[config.mk]
export PLATFORM = sky130hd
export DESIGN_NAME = memory_port_ctrl_flat
export DESIGN_NICKNAME = d
export VERILOG_FILES = /design/src/rtl/memory_port_ctrl_if.sv /design/src/rtl/memory_port_ctrl.sv /design/src/flat_wrapper.sv
export SDC_FILE = /design/constraint.sdc
export NUM_CORES = 1
export LEC_CHECK = 0
export ABC_AREA = 1
export CORE_MARGIN = 3
export CORE_UTILIZATION = 44
export DETAILED_ROUTE_END_ITERATION = 10
export GPL_ROUTABILITY_DRIVEN = 0
export GPL_TIMING_DRIVEN = 0
export PLACE_DENSITY_LB_ADDON = 0.08
export SLEW_MARGIN = 20
export SYNTH_ARGS = -nofsm -noshare
export SYNTH_HDL_FRONTEND = slang
export SYNTH_SLANG_ARGS = --single-unit
[constraint.sdc]
create_clock -name memory_port_ctrl_clk -period 1.3 [get_ports memory_port_ctrl_clk]
set_input_delay 0.13 -clock memory_port_ctrl_clk [delete_from_list [all_inputs] [get_ports memory_port_ctrl_clk]]
set_output_delay 0.13 -clock memory_port_ctrl_clk [all_outputs]
set_load 0.03 [all_outputs]
[src/rtl/memory_port_ctrl_if.sv]
`default_nettype none
// ============================================================================
// Module      : memory_port_ctrl_if
// Description : Requester A/B, response and RAM-tile signals of memory_port_ctrl
// Revision    : 1.0 - initial release
// ============================================================================
interface memory_port_ctrl_if #(
    parameter int ADDR_WIDTH = 10,
    parameter int DATA_WIDTH = 8
);
    logic                  a_valid;
    logic                  a_ready;
    logic                  a_wen;
    logic [ADDR_WIDTH-1:0] a_addr;
    logic [DATA_WIDTH-1:0] a_wdata;

    logic                  b_valid;
    logic                  b_ready;
    logic                  b_wen;
    logic [ADDR_WIDTH-1:0] b_addr;
    logic [DATA_WIDTH-1:0] b_wdata;

    logic                  rsp_valid;
    logic                  rsp_id;
    logic [DATA_WIDTH-1:0] rsp_rdata;
    logic                  init_done;

    logic [ADDR_WIDTH-1:0] mem_addr;
    logic [DATA_WIDTH-1:0] mem_d_in;
    logic                  mem_wen;
    logic [DATA_WIDTH-1:0] mem_d_out;

    // master: requesters plus the RAM tile; slave: the controller
    modport master (
        output a_valid, a_wen, a_addr, a_wdata,
        output b_valid, b_wen, b_addr, b_wdata,
        output mem_d_out,
        input  a_ready, b_ready,
        input  rsp_valid, rsp_id, rsp_rdata, init_done,
        input  mem_addr, mem_d_in, mem_wen
    );

    modport slave (
        input  a_valid, a_wen, a_addr, a_wdata,
        input  b_valid, b_wen, b_addr, b_wdata,
        input  mem_d_out,
        output a_ready, b_ready,
        output rsp_valid, rsp_id, rsp_rdata, init_done,
        output mem_addr, mem_d_in, mem_wen
    );
endinterface
`default_nettype wire

[src/rtl/memory_port_ctrl.sv]
`default_nettype none
// ============================================================================
// Module      : memory_port_ctrl
// Description : Round-robin two-requester controller for a single-port sync RAM,
//               with optional post-reset clear sweep and tagged read responses.
// Revision    : 1.0 - initial release
// ============================================================================
module memory_port_ctrl #(
    parameter int                  ADDR_WIDTH  = 10,
    parameter int                  DATA_WIDTH  = 8,
    parameter int                  INIT_ENABLE = 1,
    parameter logic [DATA_WIDTH-1:0] INIT_VALUE = '0
) (
    input  wire logic         memory_port_ctrl_clk,
    input  wire logic         memory_port_ctrl_reset,
    memory_port_ctrl_if.slave bus
);

    typedef enum logic [0:0] {
        ST_INIT = 1'b0,
        ST_RUN  = 1'b1
    } state_t;

    localparam state_t                c_reset_state = (INIT_ENABLE != 0) ? ST_INIT : ST_RUN;
    localparam logic [ADDR_WIDTH-1:0] c_last_addr   = '1;

    state_t                r_state;
    state_t                w_state_next;
    logic [ADDR_WIDTH-1:0] r_cnt;
    logic                  r_rr_last;      // 0 = A granted last, 1 = B
    logic [ADDR_WIDTH-1:0] r_mem_addr;
    logic [DATA_WIDTH-1:0] r_mem_d_in;
    logic                  r_rd_valid;
    logic                  r_rd_id;
    logic                  r_rsp_valid;
    logic                  r_rsp_id;
    logic [DATA_WIDTH-1:0] r_rsp_rdata;
    logic                  r_init_done;

    logic                  w_grant_a;
    logic                  w_grant_b;
    logic                  w_mem_wen;
    logic [ADDR_WIDTH-1:0] w_mem_addr;
    logic [DATA_WIDTH-1:0] w_mem_d_in;
    logic                  w_rd_accept;

    always_ff @(posedge memory_port_ctrl_clk) begin
        if (memory_port_ctrl_reset) begin
            r_state <= c_reset_state;
        end else begin
            r_state <= w_state_next;
        end
    end

    always_comb begin
        w_state_next = r_state;
        w_grant_a    = 1'b0;
        w_grant_b    = 1'b0;
        w_mem_wen    = 1'b0;
        w_mem_addr   = r_mem_addr;
        w_mem_d_in   = r_mem_d_in;

        case (r_state)
            ST_INIT: begin
                w_mem_wen  = 1'b1;
                w_mem_addr = r_cnt;
                w_mem_d_in = INIT_VALUE;
                if (r_cnt == c_last_addr) begin
                    w_state_next = ST_RUN;
                end
            end
            ST_RUN: begin
                // On contention the requester that did not win last time goes first
                if (bus.a_valid && (!bus.b_valid || r_rr_last)) begin
                    w_grant_a = 1'b1;
                end else if (bus.b_valid) begin
                    w_grant_b = 1'b1;
                end

                if (w_grant_a) begin
                    w_mem_wen  = bus.a_wen;
                    w_mem_addr = bus.a_addr;
                    w_mem_d_in = bus.a_wdata;
                end else if (w_grant_b) begin
                    w_mem_wen  = bus.b_wen;
                    w_mem_addr = bus.b_addr;
                    w_mem_d_in = bus.b_wdata;
                end
            end
            default: begin
                w_state_next = c_reset_state;
            end
        endcase

        // Nothing reaches the RAM or the requesters while reset is held
        if (memory_port_ctrl_reset) begin
            w_grant_a = 1'b0;
            w_grant_b = 1'b0;
            w_mem_wen = 1'b0;
        end
    end

    assign w_rd_accept = (w_grant_a && !bus.a_wen) || (w_grant_b && !bus.b_wen);

    always_ff @(posedge memory_port_ctrl_clk) begin
        if (memory_port_ctrl_reset) begin
            r_cnt <= '0;
        end else if (r_state == ST_INIT) begin
            r_cnt <= r_cnt + 1'b1;
        end
    end

    always_ff @(posedge memory_port_ctrl_clk) begin
        if (memory_port_ctrl_reset) begin
            r_rr_last <= 1'b1;
        end else if (w_grant_a) begin
            r_rr_last <= 1'b0;
        end else if (w_grant_b) begin
            r_rr_last <= 1'b1;
        end
    end

    // Last driven address/data, held on the RAM pins while idle
    always_ff @(posedge memory_port_ctrl_clk) begin
        if (memory_port_ctrl_reset) begin
            r_mem_addr <= '0;
            r_mem_d_in <= '0;
        end else begin
            r_mem_addr <= w_mem_addr;
            r_mem_d_in <= w_mem_d_in;
        end
    end

    // Read tag travels one stage alongside the RAM access, then captures d_out
    always_ff @(posedge memory_port_ctrl_clk) begin
        if (memory_port_ctrl_reset) begin
            r_rd_valid  <= 1'b0;
            r_rd_id     <= 1'b0;
            r_rsp_valid <= 1'b0;
            r_rsp_id    <= 1'b0;
            r_rsp_rdata <= '0;
        end else begin
            r_rd_valid  <= w_rd_accept;
            r_rd_id     <= w_grant_b;
            r_rsp_valid <= r_rd_valid;
            if (r_rd_valid) begin
                r_rsp_id    <= r_rd_id;
                r_rsp_rdata <= bus.mem_d_out;
            end
        end
    end

    always_ff @(posedge memory_port_ctrl_clk) begin
        if (memory_port_ctrl_reset) begin
            r_init_done <= 1'b0;
        end else begin
            r_init_done <= (w_state_next == ST_RUN);
        end
    end

    assign bus.a_ready   = w_grant_a;
    assign bus.b_ready   = w_grant_b;
    assign bus.mem_wen   = w_mem_wen;
    assign bus.mem_addr  = w_mem_addr;
    assign bus.mem_d_in  = w_mem_d_in;
    assign bus.rsp_valid = r_rsp_valid;
    assign bus.rsp_id    = r_rsp_id;
    assign bus.rsp_rdata = r_rsp_rdata;
    assign bus.init_done = r_init_done;

endmodule
`default_nettype wire
[src/flat_wrapper.sv]
// flat-port wrapper written by rule: the top's interface ports become plain ports
module memory_port_ctrl_flat 
#(
    parameter int                  ADDR_WIDTH  = 10,
    parameter int                  DATA_WIDTH  = 8,
    parameter int                  INIT_ENABLE = 1,
    parameter logic [DATA_WIDTH-1:0] INIT_VALUE = '0
)
  (memory_port_ctrl_clk, memory_port_ctrl_reset, bus_a_valid, bus_a_wen, bus_a_addr, bus_a_wdata, bus_b_valid, bus_b_wen, bus_b_addr, bus_b_wdata, bus_mem_d_out, bus_a_ready, bus_b_ready, bus_rsp_valid, bus_rsp_id, bus_rsp_rdata, bus_init_done, bus_mem_addr, bus_mem_d_in, bus_mem_wen);
  memory_port_ctrl_if #(.ADDR_WIDTH(ADDR_WIDTH), .DATA_WIDTH(DATA_WIDTH)) bus_i ();
  input  wire logic memory_port_ctrl_clk;
  input  wire logic memory_port_ctrl_reset;
  input wire logic [$bits(bus_i.a_valid)-1:0] bus_a_valid;
  input wire logic [$bits(bus_i.a_wen)-1:0] bus_a_wen;
  input wire logic [$bits(bus_i.a_addr)-1:0] bus_a_addr;
  input wire logic [$bits(bus_i.a_wdata)-1:0] bus_a_wdata;
  input wire logic [$bits(bus_i.b_valid)-1:0] bus_b_valid;
  input wire logic [$bits(bus_i.b_wen)-1:0] bus_b_wen;
  input wire logic [$bits(bus_i.b_addr)-1:0] bus_b_addr;
  input wire logic [$bits(bus_i.b_wdata)-1:0] bus_b_wdata;
  input wire logic [$bits(bus_i.mem_d_out)-1:0] bus_mem_d_out;
  output wire logic [$bits(bus_i.a_ready)-1:0] bus_a_ready;
  output wire logic [$bits(bus_i.b_ready)-1:0] bus_b_ready;
  output wire logic [$bits(bus_i.rsp_valid)-1:0] bus_rsp_valid;
  output wire logic [$bits(bus_i.rsp_id)-1:0] bus_rsp_id;
  output wire logic [$bits(bus_i.rsp_rdata)-1:0] bus_rsp_rdata;
  output wire logic [$bits(bus_i.init_done)-1:0] bus_init_done;
  output wire logic [$bits(bus_i.mem_addr)-1:0] bus_mem_addr;
  output wire logic [$bits(bus_i.mem_d_in)-1:0] bus_mem_d_in;
  output wire logic [$bits(bus_i.mem_wen)-1:0] bus_mem_wen;
  assign bus_i.a_valid = bus_a_valid;
  assign bus_i.a_wen = bus_a_wen;
  assign bus_i.a_addr = bus_a_addr;
  assign bus_i.a_wdata = bus_a_wdata;
  assign bus_i.b_valid = bus_b_valid;
  assign bus_i.b_wen = bus_b_wen;
  assign bus_i.b_addr = bus_b_addr;
  assign bus_i.b_wdata = bus_b_wdata;
  assign bus_i.mem_d_out = bus_mem_d_out;
  assign bus_a_ready = bus_i.a_ready;
  assign bus_b_ready = bus_i.b_ready;
  assign bus_rsp_valid = bus_i.rsp_valid;
  assign bus_rsp_id = bus_i.rsp_id;
  assign bus_rsp_rdata = bus_i.rsp_rdata;
  assign bus_init_done = bus_i.init_done;
  assign bus_mem_addr = bus_i.mem_addr;
  assign bus_mem_d_in = bus_i.mem_d_in;
  assign bus_mem_wen = bus_i.mem_wen;
  memory_port_ctrl #(.ADDR_WIDTH(ADDR_WIDTH), .DATA_WIDTH(DATA_WIDTH), .INIT_ENABLE(INIT_ENABLE), .INIT_VALUE(INIT_VALUE)) u_core (.memory_port_ctrl_clk(memory_port_ctrl_clk), .memory_port_ctrl_reset(memory_port_ctrl_reset), .bus(bus_i));
endmodule
After elaboration in Yosys (flattened, before gate mapping)

Index checks and enable logic that the tools add are counted.

Register bits after elaboration: 42
Latch bits: 0
Memory bits (writable): 0
Bits in read-only memories: 0
Bits of input ports: 50
Output and inout port bits: 32
Logic and storage cells: 45
Memories kept: 0

Add/subtract/negate cells: 1
Multiply operators: 0
Divide/modulo/power cells: 0
Magnitude comparators: 0
Equal/unequal tests: 1
Shift operators: 0
Muxes and demuxes: 23
Bitwise logic cells: 1
Reduce and logical (&&, ||, !) cells: 9

Operator list:

| operator                                                         | count |
|---|---|
| 10-bit two-way mux                                               | 2 |
| 10-bit one-hot mux with 2 select lines                           | 1 |
| 1-bit two-way mux                                                | 16 |
| 8-bit two-way mux                                                | 2 |
| 8-bit one-hot mux with 2 select lines                            | 1 |
| 10-bit by 1-bit adder with 10-bit output (second input constant) | 1 |
| 10-bit == test (second input constant)                           | 1 |
| 1-bit logical AND                                                | 3 |
| 1-bit logical NOT                                                | 3 |
| 1-bit logical OR                                                 | 2 |
| 1-bit one-hot mux with 2 select lines                            | 1 |
| 2-bit nonzero test                                               | 1 |
| 1-bit inverter                                                   | 1 |

Longest topological paths before layout

Depth after elaboration: 9
Depth in mapped cells: 9
Gate-level depth less buffers: 9

Least setup slack after synthesis

OpenSTA, ideal clock, no wires.

Kind: reg-to-output
From: register u_core.bus.init_done (netlist name)
To: output port bus_mem_d_in[5]
Arrival time: 1.515 ns
Data required time: 1.170 ns
Path slack: -0.345 ns
Cell stages (with the launch flop): 5
Path buffers: 2
Cells stage by stage: dfxtp_1 -> buf_6 -> buf_2 -> o21ai_0 -> a21oi_1

RTL lines:

| what             | RTL line           | text |
|---|---|---|
| end: declaration | flat_wrapper.sv:29 | `output wire logic [$bits(bus_i.mem_d_in)-1:0] bus_mem_d_in;` |

Final worst setup path

From: register u_core.r_rr_last
To: output port bus_mem_d_in[3]

Longest elaborated chain between the ends: 7
Elaborated cells between the ends (all ways): 9
Classes of those cells: mux: 7; reduce/logical: 2

RTL lines:

| what                                    | RTL line                | text |
|---|---|---|
| start: declaration                      | memory_port_ctrl.sv:30  | `logic r_rr_last;` |
| start signal: assignment                | memory_port_ctrl.sv:115 | `r_rr_last <= 1'b1;` |
| start signal: assignment                | memory_port_ctrl.sv:117 | `r_rr_last <= 1'b0;` |
| start signal: assignment                | memory_port_ctrl.sv:119 | `r_rr_last <= 1'b1;` |
| 1-bit logical OR *                      | memory_port_ctrl.sv:74  | `if (bus.a_valid && (!bus.b_valid \|\| r_rr_last)) begin` |
| 1-bit logical AND *                     | memory_port_ctrl.sv:74  |  |
| 1-bit two-way mux                       | memory_port_ctrl.sv:74  |  |
| 1-bit two-way mux                       | memory_port_ctrl.sv:63  | `case (r_state)` |
| 8-bit two-way mux                       | memory_port_ctrl.sv:84  | `end else if (w_grant_b) begin` |
| 8-bit two-way mux *                     | memory_port_ctrl.sv:80  | `if (w_grant_a) begin` |
| 8-bit one-hot mux with 2 select lines * | memory_port_ctrl.sv:63  |  |

Mark *: on every way between the ends. The rest lies on a longest branch, timed or not. The select of a mux whose other input is x is not followed.

==> flow_metrics.env <==
export IMPL_die_area_sq_mm=0.00582
export IMPL_p_int_uw=2030
export IMPL_cp_arrival_ns=1.44
export IMPL_ys_warn_count=0
export IMPL_worst_pin_slew_ns=0.666
export IMPL_pin_count=82
export IMPL_crit_fanout=10
export IMPL_period_minus_slack_ns=1.57
export IMPL_die_y_um=76.3
export IMPL_fin_skew_ns=0.00565
export IMPL_synthCells=318
export IMPL_synth_nets=369
export IMPL_start_kind="flop"
export IMPL_final_setup_viol_count=22
export IMPL_rows=24
export IMPL_fin_crit_sh=1.21
export IMPL_p_leak_uw=0.00159
export IMPL_start_util=0.477
export IMPL_post_route_util=0.765
export IMPL_io_buffer_count=80
export IMPL_clockPowerShare=0.352
export IMPL_vias=2359
export IMPL_clk_insertion_delay_late_ns=0.30
export IMPL_totalWireLength_um=6770
export IMPL_seqPwrFrac=0.478
export IMPL_cts_sinks=42
export IMPL_layoutNonFillerInstCount=485
export IMPL_synth_cell_area_sq_mm=0.00218
export IMPL_synth_cell_types=38
export IMPL_synthTopCellsByCount="74 x nand2_1, 65 x nor2_1, 42 x dfxtp_1"
export IMPL_grt_pass1_vias=2224
export IMPL_track_usage=0.230
export IMPL_final_nets=470
export IMPL_wl_per_cell_um=14.0
export IMPL_grt_remaining_overflow=0
export IMPL_max_freq_mhz=638
export IMPL_syn_avg_cell_area_sq_um=6.84
export IMPL_avgViaCountPerCell=4.86
export IMPL_clk_path_buf_depth=2
export IMPL_place_hpwl_um=4450
export IMPL_syn2layout_area_growth_pct=60.6
export IMPL_maxCapViolCount=0
export IMPL_worst_slew_margin_rel=0.556
export IMPL_end_kind="primary output"
export IMPL_placed_cells=463
export IMPL_power_switching_uw=717
export IMPL_synth_seq_cells=42
export IMPL_synth_top_cell_by_area="dfxtp_1"
export IMPL_cts_root_buffer="clkbuf_8"
export IMPL_crit_type="flop to primary output"
export IMPL_grt_max_degree=14
export IMPL_clk_pin_slew_ns=0.09
export IMPL_worst_hold_path_type="primary input to flop"
export IMPL_cts_hold_buf=0
export IMPL_critPathRequiredTime_ns=1.17
export IMPL_drt_initial_drc_count=111
export IMPL_synth_ff_type="dfxtp_1"
export IMPL_first_pass_iters=4
export IMPL_synthTopCellsByArea="dfxtp_1 39%, nand2_1 13%, nor2_1 11%"
export IMPL_status="complete, but fails checks"
export IMPL_yosysSeqAreaShare=0.386
export IMPL_antenna_found_initial=0
export IMPL_drc_errors=0
export IMPL_cts_tree="done"
export IMPL_diodes=0
export IMPL_slew_violations=0
export IMPL_die_x_um=76.3
export IMPL_ant_nets=0
export IMPL_fin_ws_ns=-0.267
export IMPL_grt_setup_unrepaired="true"
export IMPL_ys_async_sr_fraction=0
export IMPL_peakVddDrop_uv=830
export IMPL_failed_checks="setup timing"
export IMPL_htree_levels=2
export IMPL_power_density_mw_per_mm2=788
export IMPL_grt_pass1_wl_um=10900
export IMPL_synth_most_common_cell="nand2_1"
export IMPL_finalHoldViolCount=0
export IMPL_pwr_share_comb=0.171
export IMPL_post_place_ws_ns=-0.854
export IMPL_synth_edf_count=0
export IMPL_power_switching_share=0.261
export IMPL_drive_gt1_frac=0.352
export IMPL_synthDominantCellAreaShare=0.386
export IMPL_cts_buffers=5
export IMPL_coreArea_sq_mm=0.00456
cell families after synthesis:
group | Yosys count | synth area share
simple gates | 187 | 0.384
buf+inv | 49 | 0.114
flops | 42 | 0.386
compound gates | 39 | 0.110
fa+ha+maj | 1 | 0.00575
timing repair:
item / CTS / global route
pin swaps: 14 / 8
endpoints found under the setup margin: 33 / 27
buffers inserted: 15 / 3
cloned: 2 / 0
resized for setup: 196 / 38
through the flow:
step / instance area (sq um) / total power, uW / hold WS, ns / setup TNS, ns
5_1_grt: 3490 / 2870 / 0.138 / -5.77
3_5_place_dp: 3080 / 1740 / 0.452 / -19.03
4_1_cts: 3430 / 2750 / 0.133 / -4.95
6_report: 3490 / 2750 / 0.136 / -4.58
2_1_floorplan: 2200 / 1530 / 0.235 / -0.0256
3_3_place_gp: 3080 / 1740 / 0.447 / -18.17
layer usage:
| metal | wire length (um) | track usage |
|---|---|---|
| met5 | 0 | 0 |
| met4 | 34 | 0.0562 |
| met3 | 468 | 0.0579 |
| met2 | 3210 | 0.387 |
| met1 | 3070 | 0.294 |
critical path, stage by stage (launching register included):
cell     delay [ns]
dfxtp_2        0.33
inv_2          0.04
nand2_2        0.07
nand2_4        0.08
buf_4          0.19
nor2_1         0.20
nor2_2         0.06
buf_4          0.17
final cells by class:
| type | instances | area, sq um |
|---|---|---|
| Buffer | 16 | 148 |
| Clock buffer | 6 | 93.8 |
| Clock inverter | 2 | 10.0 |
| Fill cell | 354 | 1070 |
| Inverter | 33 | 134 |
| Multi-Input combinational cell | 227 | 1270 |
| Sequential cell | 42 | 851 |
| Tap cell | 65 | 81.3 |
| Timing Repair Buffer | 94 | 903 |
worst paths after layout:
kind,slack [ns],from,to,cells past startpoint
min,0.14,memory_port_ctrl_reset,u_core.r_mem_d_in[5]$_SDFF_PP0_,2
min reg2reg,0.47,u_core.r_rd_id$_SDFF_PP0_,u_core.bus.rsp_id$_SDFFE_PP0P_,2
max reg2reg,0,u_core.r_rr_last$_SDFFE_PP1P_,u_core.r_mem_addr[5]$_SDFF_PP0_,10
max,-0.27,u_core.r_rr_last$_SDFFE_PP1P_,bus_mem_d_in[3],7
layout by cell type, fill, tap and decap left out, drive strengths merged:
cell           count
clkdlybuf4s50     47
o211ai             1
or2                5
ha                 1
nand3             21
o21ai             18
nor3b              2
a21oi             12
inv               31
nor2              70
clkbuf             6
dfxtp             42
o22ai              1
nand4              3
buf               51
a31oi              1
dlygate4sd2       12
a21boi             3
a211oi             3
nor3               7
nand2             79
clkinv             4
registers in the layout, indices dropped and copies added, names as in the netlist:
signal	cells
u_core.bus.rsp_rdata	8
u_core.bus.rsp_valid	1
u_core.bus.rsp_id	1
u_core.r_cnt	10
u_core.r_mem_d_in	8
u_core.r_rr_last	1
u_core.r_mem_addr	10
u_core.r_rd_id	1
u_core.r_rd_valid	1
u_core.bus.init_done	1
power by group through the flow:
stage | logic (uW) | clock network (uW) | registers (uW)
floorplan | 193 | 0 | 1340
global placement | 397 | 0 | 1340
detailed placement | 399 | 0 | 1340
CTS | 452 | 985 | 1310
global route | 506 | 1040 | 1320
finish | 469 | 967 | 1320
Power figures use the tool's default switching activity.
